### src/rtl/load_store_unit.sv
// load_store_unit: RV32I load/store sequencer between the execute stage, memory_interface and writeback.
// Latency: o_valid 3 cycles after the accept edge for memory accesses, 1 cycle for locally detected exceptions.
// Backpressure: one request in flight; o_ready is low outside IDLE; the result is held in DONE until i_ready.
//
// Ports:
//   clk, reset            rising-edge clock, synchronous active-high reset
//   i_valid / o_ready     request handshake from execute (is_store, funct3, base, offset, store data)
//   o_mem_req_*           one-cycle request to memory_interface (addr, wr_data, count, wr_en)
//   i_mem_res_*           response from memory_interface, sampled one cycle after the request
//   o_valid / i_ready     result handshake to writeback (result, exception flags, effective address)
module load_store_unit #(
    parameter int ADDR_W      = 32,
    parameter int WORD_W      = 32,
    parameter int MEM_COUNT_W = 2,
    parameter int MEM_CODE_W  = 2
) (
    input  logic                   clk,
    input  logic                   reset,
    input  logic                   i_valid,
    output logic                   o_ready,
    input  logic                   i_is_store,
    input  logic [2:0]             i_funct3,
    input  logic [ADDR_W-1:0]      i_base,
    input  logic [11:0]            i_offset,
    input  logic [WORD_W-1:0]      i_store_data,
    output logic [ADDR_W-1:0]      o_mem_req_addr,
    output logic [WORD_W-1:0]      o_mem_req_wr_data,
    output logic [MEM_COUNT_W-1:0] o_mem_req_count,
    output logic                   o_mem_req_wr_en,
    input  logic [WORD_W-1:0]      i_mem_res_rd_data,
    input  logic [MEM_CODE_W-1:0]  i_mem_res_code,
    output logic                   o_valid,
    input  logic                   i_ready,
    output logic [WORD_W-1:0]      o_result,
    output logic                   o_exc_misaligned,
    output logic                   o_exc_illegal,
    output logic [ADDR_W-1:0]      o_exc_addr
);

    // Encodings shared with memory_interface (mem_codes.vh).
    localparam logic [MEM_COUNT_W-1:0] MEM_COUNT_NONE = MEM_COUNT_W'(0);
    localparam logic [MEM_COUNT_W-1:0] MEM_COUNT_BYTE = MEM_COUNT_W'(1);
    localparam logic [MEM_COUNT_W-1:0] MEM_COUNT_HALF = MEM_COUNT_W'(2);
    localparam logic [MEM_COUNT_W-1:0] MEM_COUNT_WORD = MEM_COUNT_W'(3);
    localparam logic [MEM_CODE_W-1:0]  MEM_CODE_READ       = MEM_CODE_W'(1);
    localparam logic [MEM_CODE_W-1:0]  MEM_CODE_WRITE      = MEM_CODE_W'(2);
    localparam logic [MEM_CODE_W-1:0]  MEM_CODE_MISALIGNED = MEM_CODE_W'(3);

    typedef enum logic [1:0] {S_IDLE, S_ISSUE, S_WAIT, S_DONE} state_t;

    state_t                 state_q;
    logic                   is_store_q;
    logic [2:0]             funct3_q;
    logic [ADDR_W-1:0]      req_addr_q;
    logic [WORD_W-1:0]      req_wr_data_q;
    logic [MEM_COUNT_W-1:0] req_count_q;
    logic                   req_wr_en_q;
    logic                   valid_q;
    logic [WORD_W-1:0]      result_q;
    logic                   exc_mis_q;
    logic                   exc_ill_q;
    logic [ADDR_W-1:0]      exc_addr_q;

    // Decode of the request presented on the execute side.
    logic [ADDR_W-1:0]      ea_d;
    logic [MEM_COUNT_W-1:0] count_d;
    logic                   illegal_d;
    logic                   misaligned_d;

    assign ea_d = i_base + {{(ADDR_W-12){i_offset[11]}}, i_offset};

    always_comb begin
        count_d   = MEM_COUNT_NONE;
        illegal_d = 1'b0;
        case (i_funct3)
            3'd0:    count_d = MEM_COUNT_BYTE;
            3'd1:    count_d = MEM_COUNT_HALF;
            3'd2:    count_d = MEM_COUNT_WORD;
            // Unsigned widths only make sense for loads.
            3'd4: begin
                count_d   = MEM_COUNT_BYTE;
                illegal_d = i_is_store;
            end
            3'd5: begin
                count_d   = MEM_COUNT_HALF;
                illegal_d = i_is_store;
            end
            default: illegal_d = 1'b1;
        endcase
        // An illegal encoding is reported alone; alignment is meaningless without a width.
        misaligned_d = 1'b0;
        if (!illegal_d) begin
            if (count_d == MEM_COUNT_HALF) begin
                misaligned_d = ea_d[0];
            end else if (count_d == MEM_COUNT_WORD) begin
                misaligned_d = |ea_d[1:0];
            end
        end
    end

    // Response classification. A MISALIGNED code is reported only as misaligned,
    // any other code that does not match the request type is reported as illegal.
    logic [MEM_CODE_W-1:0] code_expected;
    logic                  resp_mis;
    logic                  resp_ill;
    logic [WORD_W-1:0]     load_ext;

    assign code_expected = is_store_q ? MEM_CODE_WRITE : MEM_CODE_READ;
    assign resp_mis      = (i_mem_res_code == MEM_CODE_MISALIGNED);
    assign resp_ill      = !resp_mis && (i_mem_res_code != code_expected);

    always_comb begin
        load_ext = i_mem_res_rd_data;
        case (funct3_q)
            3'd0:    load_ext = {{(WORD_W-8){i_mem_res_rd_data[7]}}, i_mem_res_rd_data[7:0]};
            3'd1:    load_ext = {{(WORD_W-16){i_mem_res_rd_data[15]}}, i_mem_res_rd_data[15:0]};
            3'd4:    load_ext = {{(WORD_W-8){1'b0}}, i_mem_res_rd_data[7:0]};
            3'd5:    load_ext = {{(WORD_W-16){1'b0}}, i_mem_res_rd_data[15:0]};
            default: load_ext = i_mem_res_rd_data;
        endcase
    end

    always_ff @(posedge clk) begin
        if (reset) begin
            state_q       <= S_IDLE;
            is_store_q    <= 1'b0;
            funct3_q      <= 3'd0;
            req_addr_q    <= '0;
            req_wr_data_q <= '0;
            req_count_q   <= MEM_COUNT_NONE;
            req_wr_en_q   <= 1'b0;
            valid_q       <= 1'b0;
            result_q      <= '0;
            exc_mis_q     <= 1'b0;
            exc_ill_q     <= 1'b0;
            exc_addr_q    <= '0;
        end else begin
            case (state_q)
                S_IDLE: begin
                    if (i_valid) begin
                        is_store_q <= i_is_store;
                        funct3_q   <= i_funct3;
                        exc_addr_q <= ea_d;
                        if (illegal_d || misaligned_d) begin
                            state_q   <= S_DONE;
                            valid_q   <= 1'b1;
                            exc_ill_q <= illegal_d;
                            exc_mis_q <= misaligned_d;
                            result_q  <= '0;
                        end else begin
                            state_q       <= S_ISSUE;
                            req_addr_q    <= ea_d;
                            req_wr_data_q <= i_store_data;
                            req_count_q   <= count_d;
                            req_wr_en_q   <= i_is_store;
                        end
                    end
                end
                S_ISSUE: begin
                    // The request is a single-cycle pulse.
                    state_q       <= S_WAIT;
                    req_addr_q    <= '0;
                    req_wr_data_q <= '0;
                    req_count_q   <= MEM_COUNT_NONE;
                    req_wr_en_q   <= 1'b0;
                end
                S_WAIT: begin
                    state_q   <= S_DONE;
                    valid_q   <= 1'b1;
                    exc_mis_q <= resp_mis;
                    exc_ill_q <= resp_ill;
                    result_q  <= (is_store_q || resp_mis || resp_ill) ? '0 : load_ext;
                end
                S_DONE: begin
                    if (i_ready) begin
                        state_q   <= S_IDLE;
                        valid_q   <= 1'b0;
                        exc_mis_q <= 1'b0;
                        exc_ill_q <= 1'b0;
                        result_q  <= '0;
                    end
                end
                default: state_q <= S_IDLE;
            endcase
        end
    end

    assign o_ready           = (state_q == S_IDLE);
    assign o_mem_req_addr    = req_addr_q;
    assign o_mem_req_wr_data = req_wr_data_q;
    assign o_mem_req_count   = req_count_q;
    assign o_mem_req_wr_en   = req_wr_en_q;
    assign o_valid           = valid_q;
    assign o_result          = result_q;
    assign o_exc_misaligned  = exc_mis_q;
    assign o_exc_illegal     = exc_ill_q;
    assign o_exc_addr        = exc_addr_q;

endmodule

### config.mk
export PLATFORM = sky130hd
export DESIGN_NAME = load_store_unit
export DESIGN_NICKNAME = d
export VERILOG_FILES = /design/src/rtl/load_store_unit.sv
export SDC_FILE = /design/constraint.sdc
export NUM_CORES = 1
export LEC_CHECK = 0
export CELL_PAD_IN_SITES_DETAIL_PLACEMENT = 1
export CELL_PAD_IN_SITES_GLOBAL_PLACEMENT = 1
export CORE_ASPECT_RATIO = 0.9
export CORE_MARGIN = 10
export CORE_UTILIZATION = 30
export CTS_BUF_LIST = sky130_fd_sc_hd__clkbuf_2 sky130_fd_sc_hd__clkbuf_4 sky130_fd_sc_hd__clkbuf_8
export CTS_CLUSTER_DIAMETER = 120
export CTS_CLUSTER_SIZE = 24
export DETAILED_ROUTE_END_ITERATION = 6
export GPL_TIMING_DRIVEN = 0
export PLACE_DENSITY_LB_ADDON = 0.1
export SYNTH_ARGS = -nofsm -noshare
export SYNTH_HDL_FRONTEND = slang
export SYNTH_SLANG_ARGS = --single-unit
### constraint.sdc
create_clock -name clk -period 2.6 [get_ports clk]
set_input_delay 0.52 -clock clk [delete_from_list [all_inputs] [get_ports clk]]
set_output_delay 0.52 -clock clk [all_outputs]
set_load 0.01 [all_outputs]
== Word level (Yosys, flattened, before mapping) ==
Cells that the tools add are included.
W data, S select, Z words.

* Bits of input ports: 118
* Logic and storage cells: 88
* Register bits: 140

* Add/sub/neg operators: 1
* Multiplexer cells: 38
* Equal/unequal tests: 18
* Reduce and logical (&&, ||, !) cells: 19

{| class="wikitable"
|+ Operators with widths
! cell !! number
|-
| $mux W32 || 8
|-
| $pmux W32 S2 || 2
|-
| $pmux W32 S4 || 1
|-
| $pmux W32 S3 || 1
|-
| $add A32 B32 Y32 || 1
|-
| $eq A3 B3 Y1 const B || 4
|-
| $mux W1 || 12
|-
| $mux W2 || 6
|-
| $eq A2 B2 Y1 const B || 5
|-
| $pmux W1 S3 || 3
|-
| $pmux W2 S4 || 1
|-
| $reduce_or A2 Y1 || 4
|-
| $eq A3 B1 Y1 const B || 2
|-
| $logic_not A3 Y1 || 2
|-
| $ne A2 B2 Y1 const B || 3
|-
| $pmux W2 S3 || 1
|-
| $pmux W1 S2 || 2
|-
| $pmux W2 S2 || 1
|-
| $reduce_and A2 Y1 || 2
|-
| $reduce_and A4 Y1 || 1
|-
| $eq A3 B2 Y1 const B || 1
|-
| $logic_or A1 B1 Y1 || 3
|-
| $reduce_and A3 Y1 || 1
|-
| $reduce_bool A3 Y1 || 1
|-
| other kinds (8) || 8
|}

== Depth between registers and ports, before layout ==
* Depth in word-level cells: 11
* Mapped depth: 10

== Least setup slack after synthesis ==
OpenSTA, ideal clock, no wires.

* Kind: input -> register
* From: input port i_base[0]
* To: register result_q[10], in the netlist o_result[10]
* Buffers on the path: 2
* Slack: -0.175 ns
* Data arrival time: 2.648 ns
* Setup time: 0.128 ns
* Required time: 2.472 ns
* Cell stages on the path: 10
* Cells stage by stage: ha_1 -> fa_1 -> nor2_1 -> a22oi_1 -> nand2_1 -> a211o_1 -> clkbuf_1 -> clkbuf_1 -> a21oi_1 -> nor2_1

* Word-level cells in the longest chain between the ends: 8

{| class="wikitable"
|+ Ends and longest elaborated chain
! item !! RTL line !! text
|-
| start: declaration || 23 || <nowiki>input logic [ADDR_W-1:0] i_base,</nowiki>
|-
| $add A32 B32 Y32 || 70 || <nowiki>assign ea_d = i_base + {{(ADDR_W-12){i_offset[11]}}, i_offset};</nowiki>
|-
| named net ea_d[1] || 65 || <nowiki>logic [ADDR_W-1:0] ea_d;</nowiki>
|-
| $reduce_or A2 Y1 || 96 || <nowiki>misaligned_d = |ea_d[1:0];</nowiki>
|-
| $mux W1 || 95 || <nowiki>end else if (count_d == MEM_COUNT_WORD) begin</nowiki>
|-
| $mux W1 || 93 || <nowiki>if (count_d == MEM_COUNT_HALF) begin</nowiki>
|-
| $mux W1 || 92 || <nowiki>if (!illegal_d) begin</nowiki>
|-
| $logic_or A1 B1 Y1 || 144 || <nowiki>if (illegal_d || misaligned_d) begin</nowiki>
|-
| $ne A2 B1 Y1 (no line) || -- ||
|-
| $reduce_and A4 Y1 (no line) || -- ||
|-
| end signal: assignment || 172 || <nowiki>result_q <= (is_store_q || resp_mis || resp_ill) ? '0 : load_ext;</nowiki>
|-
| end: declaration || 59 || <nowiki>logic [WORD_W-1:0] result_q;</nowiki>
|}

The timed path passes the listed nets, and every way through them passes these cells.
A chain may end at the register's enable or synchronous reset.

== Worst setup path in the final report ==
* From: input port i_base[7]
* To: register exc_addr_q[23], in the netlist o_exc_addr[23]

* Word-level cells in the longest chain between the ends: 1

{| class="wikitable"
|+ Ends and longest elaborated chain
! item !! RTL line !! text
|-
| $add A32 B32 Y32 || 70 ||
|-
| end signal: assignment || 136 || <nowiki>exc_addr_q <= '0;</nowiki>
|-
| end signal: assignment || 143 || <nowiki>exc_addr_q <= ea_d;</nowiki>
|-
| end: declaration || 62 || <nowiki>logic [ADDR_W-1:0] exc_addr_q;</nowiki>
|}

Every way passes these cells.

==> impl_metrics.toml <==
[clock_tree]
cts_tree = "done"
numCtsBuffers = 17
cts_buffer_depth = 2
cts_root_buf = "clkbuf_8"
cts_sinks = 140
clock_latency_ps = 460
h-tree-depth = 4
cts.clk_slew.worst_paths_ps = 90
ctsHoldBuffers = 0

[grt]
grt_pass1_wl_um = 46400
grt_usage = 0.196
antenna_found_initial = 4
grt.overflow.total = 0
grt_pass1_vias = 7828
grt_max_degree = 22

[yosys]
syn_area_um2 = 7010
yosys-top-cells-count = "dfxtp_1 (140), nor2_1 (107), nand2_1 (90)"
yosys.area.top_type = "dfxtp_1"
synthTopCellsByArea = "dfxtp_1 (40%), ha_1 (6.2%), a21oi_1 (5.9%)"
synth_edf_count = 0
synth_top_area_frac = 0.400
synth-main-ff-cell = "dfxtp_1"
ys_ff_latch = 140
yosysMostFrequentCell = "dfxtp_1"
syn_inst = 865
synth_nets = 1019
synth_sequential_area_ratio = 0.400
synth-async-reset-ratio = 0
synth_cell_types = 61
syn-mean-instance-area_um2 = 8.10
yosys_warnings = 0

[drt]
routed_wl_um = 31000
drcViolationCount = 0
first_iter_violations = 434
firstDrtPassIters = 5
vias = 7590
viasPerCell = 5.19
ant_nets = 0
post_drt_wl_per_cell_um = 21.2

[floorplanning]
die_width_um = 181
dieArea_um2 = 29900
core_area_um2 = 22800
initial_core_util = 0.308
fp.dieH_um = 165
ioPinCount = 253
fp-row-count = 52

[worst_setup_path]
r2r-end = "o_mem_req_addr[12]"
cp_slowest_stage_delay_ps = 500
reg2reg_slack_ps = 260
crit_fanout = 6
path_cells = "clkdlybuf4s50_1, ha_4, nand2_1, or2_4, a2111o_1, a21boi_4, nor2_2, or4_4, o311ai_4"
path_delay_family = "simple AND/OR/NAND/NOR gates"
critPathCaptureType = "flop"
cp.required_ps = 2970
cp.arrival_ps = 2960
critPathBufInv = 1
worstSetupPathType = "primary input to flop"
worstSetupStartpointType = "primary input"
cp_slowest_cell = "or4_4"
rr_startpoint = "state_q[0]"
rr_worst_depth = 8

[sta]
worstMarginPinSlew_ps = 705
maxSlewHeadroom = 0.530
rsz0062_at_grt = "yes"
setup_viol = 0
timing.final.ws_setup_ps = 8.69
period_share = 0.997
layout_min_cycle_time_ps = 2590
whs_ps = 392
max_freq_mhz = 386
skew_ps = 14.3
drv_slew = 0
finalHoldViolCount = 0

[cells_and_area]
drive_gt1_frac = 0.168
stdcell_count = 1462
nNetsFinal = 1303
fin_util = 0.495
areaGrowthSynthToFinish_pct = 60.8

[power]
vdd_drop_max_mv = 0.443
p_leak_uw = 0.00421
p_per_area_nw_per_um2 = 736
p_total_uw = 8290

[placement]
gp_congestion = 0.931
placed_cells = 1414
hpwl_um = 23500
pre_cts_slack_ps = -1550
place.port_buffers = 251

[worst_hold_path]
min_path_type = "primary input to flop"
whs_endpoint = "funct3_q[0]"
hold_depth = 3
min_from = "i_funct3[0]"

[status]
status = "finished, final reports clean"

[job]
maxCapViolCount = 0
-- layout make-up --
class                   instances  area, um2
diodes                          3       7.51
plain buffers                  53        339
clock buffers                  19        255
clock inverters                13        134
fillers                      2677      11500
inverters                      13       48.8
multi-input cells             648       4570
flip-flops and latches        140       2800
well taps                     297        372
repair buffers                276       2750
-- cells in the final DEF, fill, tap and decap left out, types with 21 or more instances in the layout --
cell type / n
nor3_1: 21
nand3_1: 24
clkdlybuf4s50_1: 231
nor2_1: 103
buf_4: 24
nand2_1: 88
a21oi_1: 61
dfxtp_1: 140
a22oi_1: 47
clkbuf_8: 22
o21ai_0: 24
-- flip-flops by register name (all words and copies together) (netlist names) --
| name | count |
|---|---|
| o_exc_misaligned | 1 |
| o_mem_req_addr | 32 |
| o_exc_illegal | 1 |
| o_exc_addr | 32 |
| o_valid | 1 |
| o_mem_req_wr_data | 32 |
| o_mem_req_wr_en | 1 |
| o_result | 32 |
| funct3_q | 3 |
| state_q | 2 |
| is_store_q | 1 |
| o_mem_req_count | 2 |
-- cell families after synthesis --
| group | synth area share |
|---|---|
| compound gates | 0.245 |
| flops | 0.400 |
| mux | 0.0114 |
| fa+ha+maj | 0.0653 |
| buf+inv | 0.0416 |
| simple gates | 0.200 |
| xor+xnor | 0.0362 |
-- repair_timing --
action / 4_1_cts / 5_1_grt
cloned: 3 / 0
setup buffers: 11 / 10
pin swaps: 17 / 23
setup endpoints to repair: 124 / 120
gates resized for setup: 95 / 113
-- through the flow --
step	TNS [ps]	cell area (um2)
6_report	0	11300
5_1_grt	-70.8	11300
4_1_cts	0	10800
3_5_place_dp	-137760	9920
3_3_place_gp	-133750	9910
2_1_floorplan	0	7030
-- per-layer routing --
layer | wire (um) | up-vias | track usage | part of all wire
li1 | - | 3682 | - | -
met1 | 14500 | 3677 | 0.257 | 0.47
met2 | 14000 | 204 | 0.303 | 0.45
met3 | 2140 | 25 | 0.0621 | 0.069
met4 | 389 | 2 | 0.0558 | 0.013
met5 | 13 | - | 0 | 0.00042
-- worst max path at each step --
stage	start	to	slack (ps)	cells past startpoint
2_1_floorplan	i_base[0]	o_mem_req_wr_data[17]	7	9
3_3_place_gp	i_offset[11]	o_exc_addr[23]	-1520	9
3_5_place_dp	i_offset[11]	o_exc_addr[18]	-1550	8
4_1_cts	state_q[0]	o_exc_addr[19]	2	8
5_1_grt	i_offset[6]	o_exc_addr[23]	-30	9
6_report	i_base[7]	o_exc_addr[23]	9	9
-- worst min-delay path: stages --
cell and delay [ps]:
buf_2 140, nand2_1 80, a21oi_1 50
-- power breakdown --
part | switching (uW) | internal [uW] | total (uW)
Combinational | 2180 | 1700 | 3880
Clock | 992 | 816 | 1810
Sequential | 174 | 2430 | 2610
Total | 3340 | 4950 | 8290
No activity file was read; power rests on OpenSTA's default activity.
